File: src/rtl/randn_seq_if.sv
// randn_seq_if
//   Bundles the control, generator and noise-stream signals that pass between
//   the noise sequencing controller and its surroundings.
//   slave  : the controller side (randn_seq_ctrl)
//   master : the side that drives start/stop/config and the generator sample
//            and consumes the noise stream
//
//   Stream handshake: noise_vld qualifies noise_out in the same cycle. There
//   is no ready/backpressure; the consumer (signal adder) must take every
//   sample on the cycle noise_vld is high. When noise_vld is low, noise_out
//   holds its last value and must be ignored.
interface randn_seq_if #(
  parameter int IN_W  = 10,
  parameter int AMP_W = 8,
  parameter int OUT_W = 12,
  parameter int LEN_W = 16
) ();
  logic             start;
  logic             stop;
  logic [AMP_W-1:0] amp;
  logic [LEN_W-1:0] burst_len;
  logic             gen_rst_n;
  logic [IN_W-1:0]  gen_sample;
  logic [OUT_W-1:0] noise_out;
  logic             noise_vld;
  logic             busy;
  logic             done;

  modport master (
    output start, stop, amp, burst_len, gen_sample,
    input  gen_rst_n, noise_out, noise_vld, busy, done
  );

  modport slave (
    input  start, stop, amp, burst_len, gen_sample,
    output gen_rst_n, noise_out, noise_vld, busy, done
  );
endinterface

File: src/rtl/randn_seq_ctrl.sv
// randn_seq_ctrl
//   Sequencing controller for one randn noise generator. Holds the generator
//   in reset while idle, releases it on start, discards the warm-up transient,
//   then scales each sample by a latched amplitude (gain = amp / 2^AMP_SHIFT)
//   with saturation and emits a valid-qualified stream, either continuous
//   (burst_len == 0) or a fixed-length burst.
// Ports
//   clk         : system clock
//   reset       : synchronous, active-high reset
//   bus         : randn_seq_if slave modport (start/stop/amp/burst_len in,
//                 gen_rst_n out, gen_sample in, noise_out/noise_vld/busy/done out)
//   o_dbg_state : current FSM state (0 IDLE, 1 WARMUP, 2 RUN)
module randn_seq_ctrl #(
  parameter int IN_W       = 10,
  parameter int AMP_W      = 8,
  parameter int AMP_SHIFT  = 4,
  parameter int OUT_W      = 12,
  parameter int LEN_W      = 16,
  parameter int WARMUP_CYC = 5
) (
  input  logic        clk,
  input  logic        reset,
  randn_seq_if.slave  bus,
  output logic [1:0]  o_dbg_state
);

  localparam int PROD_W = IN_W + AMP_W + 1;
  localparam int HI_W   = PROD_W - OUT_W + 1;
  localparam int WCNT_W = $clog2(WARMUP_CYC + 1);
  localparam logic [WCNT_W-1:0] WCNT_LAST = WCNT_W'(WARMUP_CYC - 1);

  typedef enum logic [1:0] {
    S_IDLE   = 2'd0,
    S_WARMUP = 2'd1,
    S_RUN    = 2'd2
  } state_t;

  state_t             r_state;
  logic               r_gen_rst_n;
  logic [OUT_W-1:0]   r_noise_out;
  logic               r_noise_vld;
  logic               r_busy;
  logic               r_done;
  logic [WCNT_W-1:0]  r_wcnt;
  logic [LEN_W-1:0]   r_scnt;
  logic [AMP_W-1:0]   r_amp;
  logic [LEN_W-1:0]   r_burst_len;

  logic signed [PROD_W-1:0] w_samp_x;
  logic signed [PROD_W-1:0] w_amp_x;
  logic signed [PROD_W-1:0] w_prod;
  logic signed [PROD_W-1:0] w_shift;
  logic        [HI_W-1:0]   w_hi;
  logic        [OUT_W-1:0]  w_sat;
  logic                     w_burst_end;

  // Both operands are widened to the full product width so the signed
  // multiply is exact; amp is zero-extended, i.e. always non-negative.
  always_comb begin
    w_samp_x = {{(AMP_W + 1){bus.gen_sample[IN_W-1]}}, bus.gen_sample};
    w_amp_x  = {{IN_W{1'b0}}, 1'b0, r_amp};
    w_prod   = w_samp_x * w_amp_x;
    w_shift  = w_prod >>> AMP_SHIFT;
    // The value fits in OUT_W bits only when every bit from the OUT_W sign
    // position upward is a copy of the sign.
    w_hi     = w_shift[PROD_W-1:OUT_W-1];
    if ((w_hi == '0) || (w_hi == '1)) begin
      w_sat = w_shift[OUT_W-1:0];
    end else if (w_shift[PROD_W-1]) begin
      w_sat = {1'b1, {(OUT_W-1){1'b0}}};
    end else begin
      w_sat = {1'b0, {(OUT_W-1){1'b1}}};
    end
  end

  // scnt already counts the samples emitted so far, so equality means the
  // last burst sample went out on the previous edge.
  assign w_burst_end = (r_burst_len != '0) && (r_scnt == r_burst_len);

  always_ff @(posedge clk) begin
    if (reset) begin
      r_state     <= S_IDLE;
      r_gen_rst_n <= 1'b0;
      r_noise_out <= '0;
      r_noise_vld <= 1'b0;
      r_busy      <= 1'b0;
      r_done      <= 1'b0;
      r_wcnt      <= '0;
      r_scnt      <= '0;
      r_amp       <= '0;
      r_burst_len <= '0;
    end else begin
      r_done <= 1'b0;
      case (r_state)
        S_IDLE: begin
          r_gen_rst_n <= 1'b0;
          r_noise_vld <= 1'b0;
          // stop is not looked at here, so start wins when both are high.
          if (bus.start) begin
            r_amp       <= bus.amp;
            r_burst_len <= bus.burst_len;
            r_wcnt      <= '0;
            r_scnt      <= '0;
            r_gen_rst_n <= 1'b1;
            r_busy      <= 1'b1;
            r_state     <= S_WARMUP;
          end
        end
        S_WARMUP: begin
          if (bus.stop) begin
            r_gen_rst_n <= 1'b0;
            r_busy      <= 1'b0;
            r_done      <= 1'b1;
            r_state     <= S_IDLE;
          end else begin
            r_wcnt <= r_wcnt + 1'b1;
            if (r_wcnt == WCNT_LAST) begin
              r_state <= S_RUN;
            end
          end
        end
        S_RUN: begin
          // stop is checked first so that stop and burst completion in the
          // same cycle produce a single done pulse.
          if (bus.stop || w_burst_end) begin
            r_noise_vld <= 1'b0;
            r_gen_rst_n <= 1'b0;
            r_busy      <= 1'b0;
            r_done      <= 1'b1;
            r_state     <= S_IDLE;
          end else begin
            r_noise_out <= w_sat;
            r_noise_vld <= 1'b1;
            // Saturating count: continuous runs never wrap back to a value
            // that could look like a burst end.
            if (r_scnt != '1) begin
              r_scnt <= r_scnt + 1'b1;
            end
          end
        end
        default: begin
          r_state <= S_IDLE;
        end
      endcase
    end
  end

  assign bus.gen_rst_n = r_gen_rst_n;
  assign bus.noise_out = r_noise_out;
  assign bus.noise_vld = r_noise_vld;
  assign bus.busy      = r_busy;
  assign bus.done      = r_done;
  assign o_dbg_state   = r_state;

endmodule
File: src/flat_wrapper.sv
// flat-port wrapper written by rule: the top's interface ports become plain ports
module randn_seq_ctrl_flat 
#(
  parameter int IN_W       = 10,
  parameter int AMP_W      = 8,
  parameter int AMP_SHIFT  = 4,
  parameter int OUT_W      = 12,
  parameter int LEN_W      = 16,
  parameter int WARMUP_CYC = 5
)
  (clk, reset, o_dbg_state, bus_start, bus_stop, bus_amp, bus_burst_len, bus_gen_sample, bus_gen_rst_n, bus_noise_out, bus_noise_vld, bus_busy, bus_done);
  randn_seq_if #(.IN_W(IN_W), .AMP_W(AMP_W), .OUT_W(OUT_W), .LEN_W(LEN_W)) bus_i ();
  input  logic clk;
  input  logic reset;
  output logic [1:0] o_dbg_state;
  input wire logic [$bits(bus_i.start)-1:0] bus_start;
  input wire logic [$bits(bus_i.stop)-1:0] bus_stop;
  input wire logic [$bits(bus_i.amp)-1:0] bus_amp;
  input wire logic [$bits(bus_i.burst_len)-1:0] bus_burst_len;
  input wire logic [$bits(bus_i.gen_sample)-1:0] bus_gen_sample;
  output wire logic [$bits(bus_i.gen_rst_n)-1:0] bus_gen_rst_n;
  output wire logic [$bits(bus_i.noise_out)-1:0] bus_noise_out;
  output wire logic [$bits(bus_i.noise_vld)-1:0] bus_noise_vld;
  output wire logic [$bits(bus_i.busy)-1:0] bus_busy;
  output wire logic [$bits(bus_i.done)-1:0] bus_done;
  assign bus_i.start = bus_start;
  assign bus_i.stop = bus_stop;
  assign bus_i.amp = bus_amp;
  assign bus_i.burst_len = bus_burst_len;
  assign bus_i.gen_sample = bus_gen_sample;
  assign bus_gen_rst_n = bus_i.gen_rst_n;
  assign bus_noise_out = bus_i.noise_out;
  assign bus_noise_vld = bus_i.noise_vld;
  assign bus_busy = bus_i.busy;
  assign bus_done = bus_i.done;
  randn_seq_ctrl #(.IN_W(IN_W), .AMP_W(AMP_W), .AMP_SHIFT(AMP_SHIFT), .OUT_W(OUT_W), .LEN_W(LEN_W), .WARMUP_CYC(WARMUP_CYC)) u_core (.clk(clk), .reset(reset), .bus(bus_i), .o_dbg_state(o_dbg_state));
endmodule
File: config.mk
export PLATFORM = sky130hd
export DESIGN_NAME = randn_seq_ctrl_flat
export DESIGN_NICKNAME = d
export VERILOG_FILES = /design/src/rtl/randn_seq_if.sv /design/src/rtl/randn_seq_ctrl.sv /design/src/flat_wrapper.sv
export SDC_FILE = /design/constraint.sdc
export NUM_CORES = 1
export LEC_CHECK = 0
export ABC_AREA = 1
export CORE_MARGIN = 5
export CORE_UTILIZATION = 40
export DETAILED_ROUTE_END_ITERATION = 6
export SYNTH_ARGS = -nofsm -noshare
export SYNTH_HDL_FRONTEND = slang
export SYNTH_SLANG_ARGS = --single-unit
File: constraint.sdc
create_clock -name clk -period 13.9 [get_ports clk]
set_clock_uncertainty 0.1 [all_clocks]
set_input_delay 2.78 -clock clk [delete_from_list [all_inputs] [get_ports clk]]
set_output_delay 2.78 -clock clk [all_outputs]
set_load 0.005 [all_outputs]
# ---- After elaboration in Yosys (flattened, before gate mapping)
# Index checks and enable logic that the tools add are counted.
dict set report op_classes {
  n_reduce_logical 16
  add_sub_neg 2
  multipliers 1
  n_eq_ne 13
  bitwise 1
  n_mux 25
}
# cell n
set op_table {}
lappend op_table {{16-bit two-way mux} 3}
lappend op_table {{16-bit one-hot mux with 2 select lines} 1}
lappend op_table {{12-bit two-way mux} 2}
lappend op_table {{10-bit by 9-bit multiplier with 19-bit output} 1}
lappend op_table {{16-bit by 1-bit adder with 16-bit output (second input constant)} 1}
lappend op_table {{16-bit == test} 1}
lappend op_table {{16-bit inequality test (second input constant)} 1}
lappend op_table {{16-bit nonzero test} 1}
lappend op_table {{3-bit AND reduction} 3}
lappend op_table {{8-bit == test (second input constant)} 1}
lappend op_table {{8-bit logical NOT} 1}
lappend op_table {{2-bit two-way mux} 4}
lappend op_table {{2-bit inequality test (second input constant)} 4}
lappend op_table {{4-bit AND reduction} 2}
lappend op_table {{1-bit two-way mux} 7}
lappend op_table {{3-bit two-way mux} 2}
lappend op_table {{1-bit one-hot mux with 3 select lines} 2}
lappend op_table {{2-bit one-hot mux with 3 select lines} 1}
lappend op_table {{3-bit one-hot mux with 2 select lines} 1}
lappend op_table {{2-bit by 1-bit inequality test with 1-bit output (second input constant)} 2}
lappend op_table {{1-bit one-hot mux with 2 select lines} 2}
lappend op_table {{2-bit AND reduction} 2}
lappend op_table {{2-bit nonzero test} 2}
lappend op_table {{3-bit by 1-bit adder with 3-bit output (second input constant)} 1}
lappend op_table {{other kinds (9)} 10}
dict set report word_totals {
  ff_bits 61
  out_inout_bits 18
}

# ---- Depth between registers and ports, before layout
# Gate-level depths: netlist of the first run.
dict set report logic_depth {
  ltp_word 5
  ltp_mapped 26
  ltp_nobuf 24
}

# ---- Worst setup path after synthesis of the first run
# Ideal clock, no wire load.
dict set report synth_timing {
  path_kind {input to register}
  start {input port bus_gen_sample[9]}
  end {register u_core.r_noise_out[7], in the netlist u_core.bus.noise_out[7]}
  cell_stages 24
  n_path_buf 2
  setup_ps 66
  t_arrival_ps 6898
  path_slack_ps 6836
  path_cell_list {buf_1 nand2_1 inv_1 fa_1 inv_1 fa_1 inv_1 fa_1 inv_1 fa_1 inv_1 ha_1 nand2_2 inv_2 nand2_1 a21oi_1 nor2_1 nand2_1 nand2_2 nand3_1 nand2_1 buf_12 nand3_2 a21oi_2}
}
dict set report synth_between {
  elab_chain_cells 4
  elab_cells_between_ends 6
  cone_classes {mul: 1; eq/ne: 1; mux: 2; reduce/logical: 2}
}
# element line
set synth_lines {}
lappend synth_lines {{start, declared} flat_wrapper.sv:20} ;# input wire logic [$bits(bus_i.gen_sample)-1:0] bus_gen_sample;
lappend synth_lines {{10-bit by 9-bit multiplier with 19-bit output (*)} randn_seq_ctrl.sv:62} ;# w_prod = w_samp_x * w_amp_x;
lappend synth_lines {{8-bit == test or 8-bit logical NOT (tied branches)} randn_seq_ctrl.sv:67} ;# if ((w_hi == '0) || (w_hi == '1)) begin
lappend synth_lines {{1-bit logical OR} randn_seq_ctrl.sv:67}
lappend synth_lines {{12-bit two-way mux (*)} randn_seq_ctrl.sv:67}
lappend synth_lines {{end signal, assigned} randn_seq_ctrl.sv:132} ;# r_noise_out <= w_sat;
lappend synth_lines {{end, declared} randn_seq_ctrl.sv:40} ;# logic [OUT_W-1:0] r_noise_out;
# Mark *: on every way between the ends. The rest lies on a longest branch, timed or not.
# A chain may end at the register's enable or synchronous reset.

# ---- Worst setup path in the final report of the first run
dict set report layout_timing {
  start {input port bus_gen_sample[9]}
  end {register u_core.r_noise_out[9], in the netlist u_core.bus.noise_out[9]}
}
# Same word-level chain as after synthesis.

==> results of run 1 <==
## per-stage QoR
stage,utilization,worst slack (ns)
floorplan,-,6.84
global placement,0.443,5.93
detailed placement,0.443,5.88
CTS,0.460,6.22
global route,0.460,5.80
finish,0.460,6.18
## metal layers
| metal | vias up | global-route usage | part of all wire |
|---|---|---|---|
| li1 | 2918 | - | - |
| met1 | 2630 | 0.229 | 0.49 |
| met2 | 116 | 0.275 | 0.45 |
| met3 | 11 | 0.0293 | 0.050 |
| met4 | 0 | 0.0355 | 0.0097 |
| met5 | - | 0 | 0 |
## power groups by stage
stage	logic (mW)	clock network, mW	registers [mW]
floorplan	0.589	0	0.200
global placement	0.666	0	0.213
detailed placement	0.666	0	0.213
CTS	0.671	0.218	0.210
global route	0.771	0.225	0.212
finish	0.664	0.213	0.210
## final timing paths
path	from	endpoint	slack (ns)	cells after the start
setup / recovery	bus_gen_sample[9]	u_core.bus.noise_out[9]$_SDFFE_PP0P_	6.18	24
hold / removal	u_core.bus.noise_out[11]$_SDFFE_PP0P_	u_core.bus.noise_out[11]$_SDFFE_PP0P_	0.36	2
setup reg to reg	u_core.r_amp[0]$_SDFFE_PP0P_	u_core.bus.noise_out[9]$_SDFFE_PP0P_	8.64	19
hold reg to reg	u_core.bus.noise_out[11]$_SDFFE_PP0P_	u_core.bus.noise_out[11]$_SDFFE_PP0P_	0.36	2
## cell usage after synthesis (2+ instances only)
cell and n:
clkinv_1 3, a31oi_1 2, buf_2 8, nand2_1 242, a21oi_1 43, o21ai_0 25
buf_12 2, nand4_1 15, inv_2 10, fa_1 66, buf_6 2, dfxtp_1 61
nand3_2 13, a211oi_1 3, inv_1 208, xnor2_1 9, nor2_1 75, buf_1 8
nand3_1 42, nor3_1 7, clkbuf_1 18, ha_1 42, a21oi_2 10, xor2_1 25
nor3_2 3, nand2_2 8
## worst max-delay path, cell delays in order
cell	delay [ns]
clkdlybuf4s50_1	0.52
nand2_1	0.17
inv_1	0.09
fa_1	0.55
inv_1	0.17
fa_1	0.56
inv_1	0.05
fa_1	0.47
inv_1	0.05
fa_1	0.52
inv_1	0.04
ha_1	0.35
nand2_1	0.14
inv_1	0.13
nand2_1	0.06
nand2_1	0.08
nand2_1	0.07
nand3_1	0.09
nand2_1	0.05
nand2_1	0.12
nand3_1	0.08
nand2_1	0.43
nand3_1	0.14
a21oi_1	0.16
## cells by family (layout without fill, tap and decap cells)
group           count (synthesis)  in the layout  synth area share
simple gates                  411            411             0.268
xor+xnor                       34             34            0.0446
buf+inv                       260            291             0.155
compound gates                 85             85            0.0726
flops                          61             61             0.183
fa+ha+maj                     108            108             0.277
## cell usage in the layout, fill, tap and decap left out, types with 10 or more instances in the layout
| cell | synthesis | layout |
|---|---|---|
| fa_1 | 66 | 66 |
| a21oi_1 | 43 | 43 |
| nand3_1 | 42 | 42 |
| nand4_1 | 15 | 15 |
| nor2_1 | 75 | 75 |
| inv_2 | 10 | 10 |
| ha_1 | 42 | 42 |
| inv_1 | 208 | 208 |
| a21oi_2 | 10 | 10 |
| xor2_1 | 25 | 25 |
| nand3_2 | 13 | 13 |
| nand2_1 | 242 | 242 |
| dfxtp_1 | 61 | 61 |
| o21ai_0 | 25 | 25 |
| clkdlybuf4s50_1 | 0 | 55 |
## cell type report
type,instances,share of cell area
clock buffer,12,0.0325
clock inverter,2,0.00462
inverter,221,0.109
multi-input combinational,638,0.582
sequential,61,0.161
tap,220,0.0363
timing repair buffer,56,0.0736
## sequential cells by signal (all words and copies together) (netlist names), 2 cells and up
signal and cells:
u_core.bus.noise_out 12, u_core.r_scnt 16, u_core.r_amp 8, u_core.r_burst_len 16, u_core.o_dbg_state 2, u_core.r_wcnt 3
==> out/qor.yml, run 1 <==
status: "finished, final reports clean"
finish.net_count: 1133
swShare: 0.485
power_frac_clock: 0.196
syn_area_um2: 6670
clockRootBuffer: "clkbuf_16"
seqPwrFrac: 0.193
synth_top_cell_by_area: "fa_1"
final-max-slew-violation-count: 0
seq_area_um2: 1220
cts_setup_buffers: 0
drc: 0
finalSetupViolCount: 0
synth_edf_count: 0
io_pins: 56
hpwlAfterDp_um: 12300
hp-class: "reg -> reg"
firstDrtPassIters: 5
grt_pass1_wl_um: 27100
cts_hold_buf: 0
cts.sinks: 61
yosys_warnings: 0
rows: 47
comb_power_share: 0.611
syn_avg_cell_area_um2: 6.96
ant_nets: 0
clockBufferDepth: 2
synth-seq-area-share: 0.183
first_global_vias: 5635
maxCapViolCount: 0
hold_slack_ns: 0.365
initial_utilization: 0.405
coreArea_um2: 16500
vias: 5675
p_int_uw: 559
critPathRequiredTime_ns: 14.06
synth.distinct_cells: 35
synth_top_area_share: 0.198
place_area_um2: 7300
path_class: "in -> reg"
cp-end-kind: "flop"
syn_nets: 1105
synth_flop_cell: "dfxtp_1"
cts_buffers: 9
dp.cells: 1196
pwr_density_cell_nw_per_um2: 143
tightest_slew_ns: 1.05
viasPerCell: 4.69
cp-start-kind: "input pin"
antenna_found_initial: 0
die_h_um: 139
initialDrtViolationCount: 333
area_growth_pct: 13.6
routed_wl_um: 15300
die_x_um: 139
syn_inst: 959
finalPower_mw: 1.09
design_area_um2: 7580
avgRoutedWirePerCell_um: 12.6
final.setup.tns_ns: 0
grt_setup_unrepaired: "no"
multi_input_area_um2: 4410
fill_cells: 1749
synth_area_leaders: "fa_1 (20%), dfxtp_1 (18%), nand2_1 (14%), inv_1 (12%), ha_1 (7.9%)"
power.leakage_nw: 3.94
ys_ff_latch: 61
cts_max_level: 3
max_freq_mhz: 130
slew-limit-headroom: 0.294
grt_start_max_net_pins: 38
place_congestion: 0.894
clkLatencyLatePin_ns: 0.33
die_area_um2: 19400
arrival_ns: 7.88
grt_usage: 0.166
crit_fanout: 11
antenna_cells: 0
fin_crit_sh: 0.555
grt_overflow: 0
hold_viol: 0
switching_power_uw: 528
post_cts_resized: 0
ir_worst_vdd_v: 0.000112
drive_above_1_share: 0.0606
instances_no_fill: 1210
path_clk_slew_ns: 0.05
cts_tree: "yes"
port_buffers: 55
synthArstFlopShare: 0
fin_crit_ns: 7.72
(Power assumes the default switching activity.)
==> run 2, diff against run 1 <==
==> constraint.sdc (replaced) <==
create_clock -name clk -period 6.6 [get_ports clk]
set_clock_uncertainty 0.1 [all_clocks]
set_input_delay 1.32 -clock clk [delete_from_list [all_inputs] [get_ports clk]]
set_output_delay 1.32 -clock clk [all_outputs]
set_load 0.005 [all_outputs]
==> out/qor.yml, run 2 (synthesis gave the netlist of run 1 again) <==
design_area_um2: 7650
cts_tree: "yes"
min_from: "u_core.bus.noise_out[11]$_SDFFE_PP0P_"
grt_pass1_wl_um: 27200
routed-wl-met2_um: 7030
viasPerCell: 4.66
status: "finished, final reports clean"
coreArea_um2: 16500
finalSetupViolCount: 0
grt_usage: 0.168
maxCapViolCount: 0
die_h_um: 139
ir_worst_vdd_v: 0.000199
initial_utilization: 0.405
rows: 47
cp-end-kind: "flop"
cts_buffers: 9
crit_fanout: 11
r2r_start: "u_core.r_amp[1]$_SDFFE_PP0P_"
ant_nets: 0
initialDrtViolationCount: 365
fin_crit_ns: 6.10
r2r_slack_ns: 1.58
place_congestion: 0.903
clockBufferDepth: 2
io_pins: 56
firstDrtPassIters: 6
reg2reg_to: "u_core.bus.noise_out[5]$_SDFFE_PP0P_"
mostFrequentLayoutCells: "nand2_1 (242), inv_1 (208), nor2_1 (75), fa_1 (66), dfxtp_1 (61)"
drc: 0
first_global_vias: 5788
port_buffers: 55
clockRootBuffer: "clkbuf_16"
die_area_um2: 19400
hold_viol: 0
hpwlAfterDp_um: 12400
grt_start_max_net_pins: 38
drive_above_1_share: 0.0673
tightest_slew_ns: 1.01
grt_overflow: 0
path_clk_slew_ns: 0.05
final_common_cell: "nand2_1"
cp-start-kind: "input pin"
cts_hold_buf: 0
finish.net_count: 1136
cts.sinks: 61
cts_setup_buffers: 0
die_x_um: 139
slew-limit-headroom: 0.321
path_class: "in -> reg"
final.setup.tns_ns: 0
vias: 5664
route.met3.wl_um: 718
pwr_density_cell_nw_per_um2: 308
max_freq_mhz: 164
reg2reg_depth: 21
antenna_cells: 0
cts_max_level: 3
drt-met1-wl_um: 7490
fin_crit_sh: 0.925
worstHoldPathCells: 2
hold_end: "u_core.bus.noise_out[11]$_SDFFE_PP0P_"
clkLatencyLatePin_ns: 0.33
grt_setup_unrepaired: "no"
hp-class: "reg -> reg"
topRoutingLayerUsed: "met4"
avgRoutedWirePerCell_um: 12.7
post_cts_resized: 0
place_area_um2: 7320
antenna_found_initial: 0
critPathRequiredTime_ns: 6.71
final-max-slew-violation-count: 0
area_growth_pct: 14.6
routed_wl_um: 15400
arrival_ns: 6.21
power.leakage_nw: 3.97
==> run 2: cell types whose count changed in the layout (fill, tap and decap cells not counted) <==
cell,previous run,this run
clkinv_2,1,2
clkbuf_1,2,0
bufinv_16,1,2
clkinv_4,0,1
clkinvlp_4,0,1
buf_4,1,4
==> run 2: area by class of cell <==
| class | instances | area, µm² |
|---|---|---|
| tap | 220 | 275 |
| sequential | 61 | 1220 |
| timing repair buffer | 59 | 581 |
| multi-input combinational | 638 | 4410 |
| inverter | 221 | 830 |
| clock inverter | 6 | 86.3 |
| clock buffer | 10 | 239 |
| fill | 1700 | 8820 |
==> run 2: worst max path at each step <==
| stage | startpoint | end | slack (ns) |
|---|---|---|---|
| 3_3_place_gp | bus_gen_sample[9] | u_core.bus.noise_out[9]$_SDFFE_PP0P_ | 0.21 |
| 6_report | bus_gen_sample[9] | u_core.bus.noise_out[9]$_SDFFE_PP0P_ | 0.50 |
| 2_1_floorplan | bus_gen_sample[9] | u_core.bus.noise_out[7]$_SDFFE_PP0P_ | 1.0 |
| 5_1_grt | bus_gen_sample[9] | u_core.bus.noise_out[5]$_SDFFE_PP0P_ | 0.09 |
| 4_1_cts | bus_gen_sample[9] | u_core.bus.noise_out[9]$_SDFFE_PP0P_ | 0.43 |
| 3_5_place_dp | bus_gen_sample[9] | u_core.bus.noise_out[9]$_SDFFE_PP0P_ | 0.1 |
==> run 2: critical path, stage by stage <==
cell,delay (ns)
clkdlybuf4s50_1,0.53
nand2_1,0.17
inv_1,0.10
fa_1,0.55
inv_1,0.16
fa_1,0.56
inv_1,0.05
fa_1,0.47
inv_1,0.06
fa_1,0.54
inv_1,0.04
ha_1,0.35
nand2_1,0.14
nor2_1,0.16
nand3_1,0.15
nand3_1,0.12
nand2_1,0.05
nand2_1,0.10
nand2_1,0.06
o21ai_1,0.11
nand2_1,0.07
inv_2,0.22
a21oi_1,0.11
==> run 2: routing by layer <==
metal  GRT usage  up-vias
li1            -     2923
met1       0.227     2634
met2       0.278       90
met3      0.0317       17
met4      0.0422        0
met5           0        -
==> run 2: metrics by stage <==
| step | setup slack (ns) | power [mW] | std cells | util | hold slack, ns |
|---|---|---|---|---|---|
| finish | 0.495 | 2.35 | 1215 | 0.464 | 0.365 |
| global route | 0.0860 | 2.62 | 1215 | 0.464 | 0.396 |
| CTS | 0.426 | 2.38 | 1215 | 0.464 | 0.365 |
| detailed placement | 0.0988 | 1.86 | 1199 | 0.445 | 0.357 |
| global placement | 0.209 | 1.85 | 1199 | 0.445 | 0.354 |
| floorplan | 0.996 | 1.66 | 959 | - | 0.353 |
==> run 2: power by group <==
part / switching, mW / leakage, nW / internal (mW) / total (mW)
clock: 0.170 / 0.158 / 0.340 / 0.510
combinational: 0.902 / 3.31 / 0.501 / 1.40
sequential: 0.0412 / 0.498 / 0.397 / 0.438
total: 1.11 / 3.97 / 1.24 / 2.35
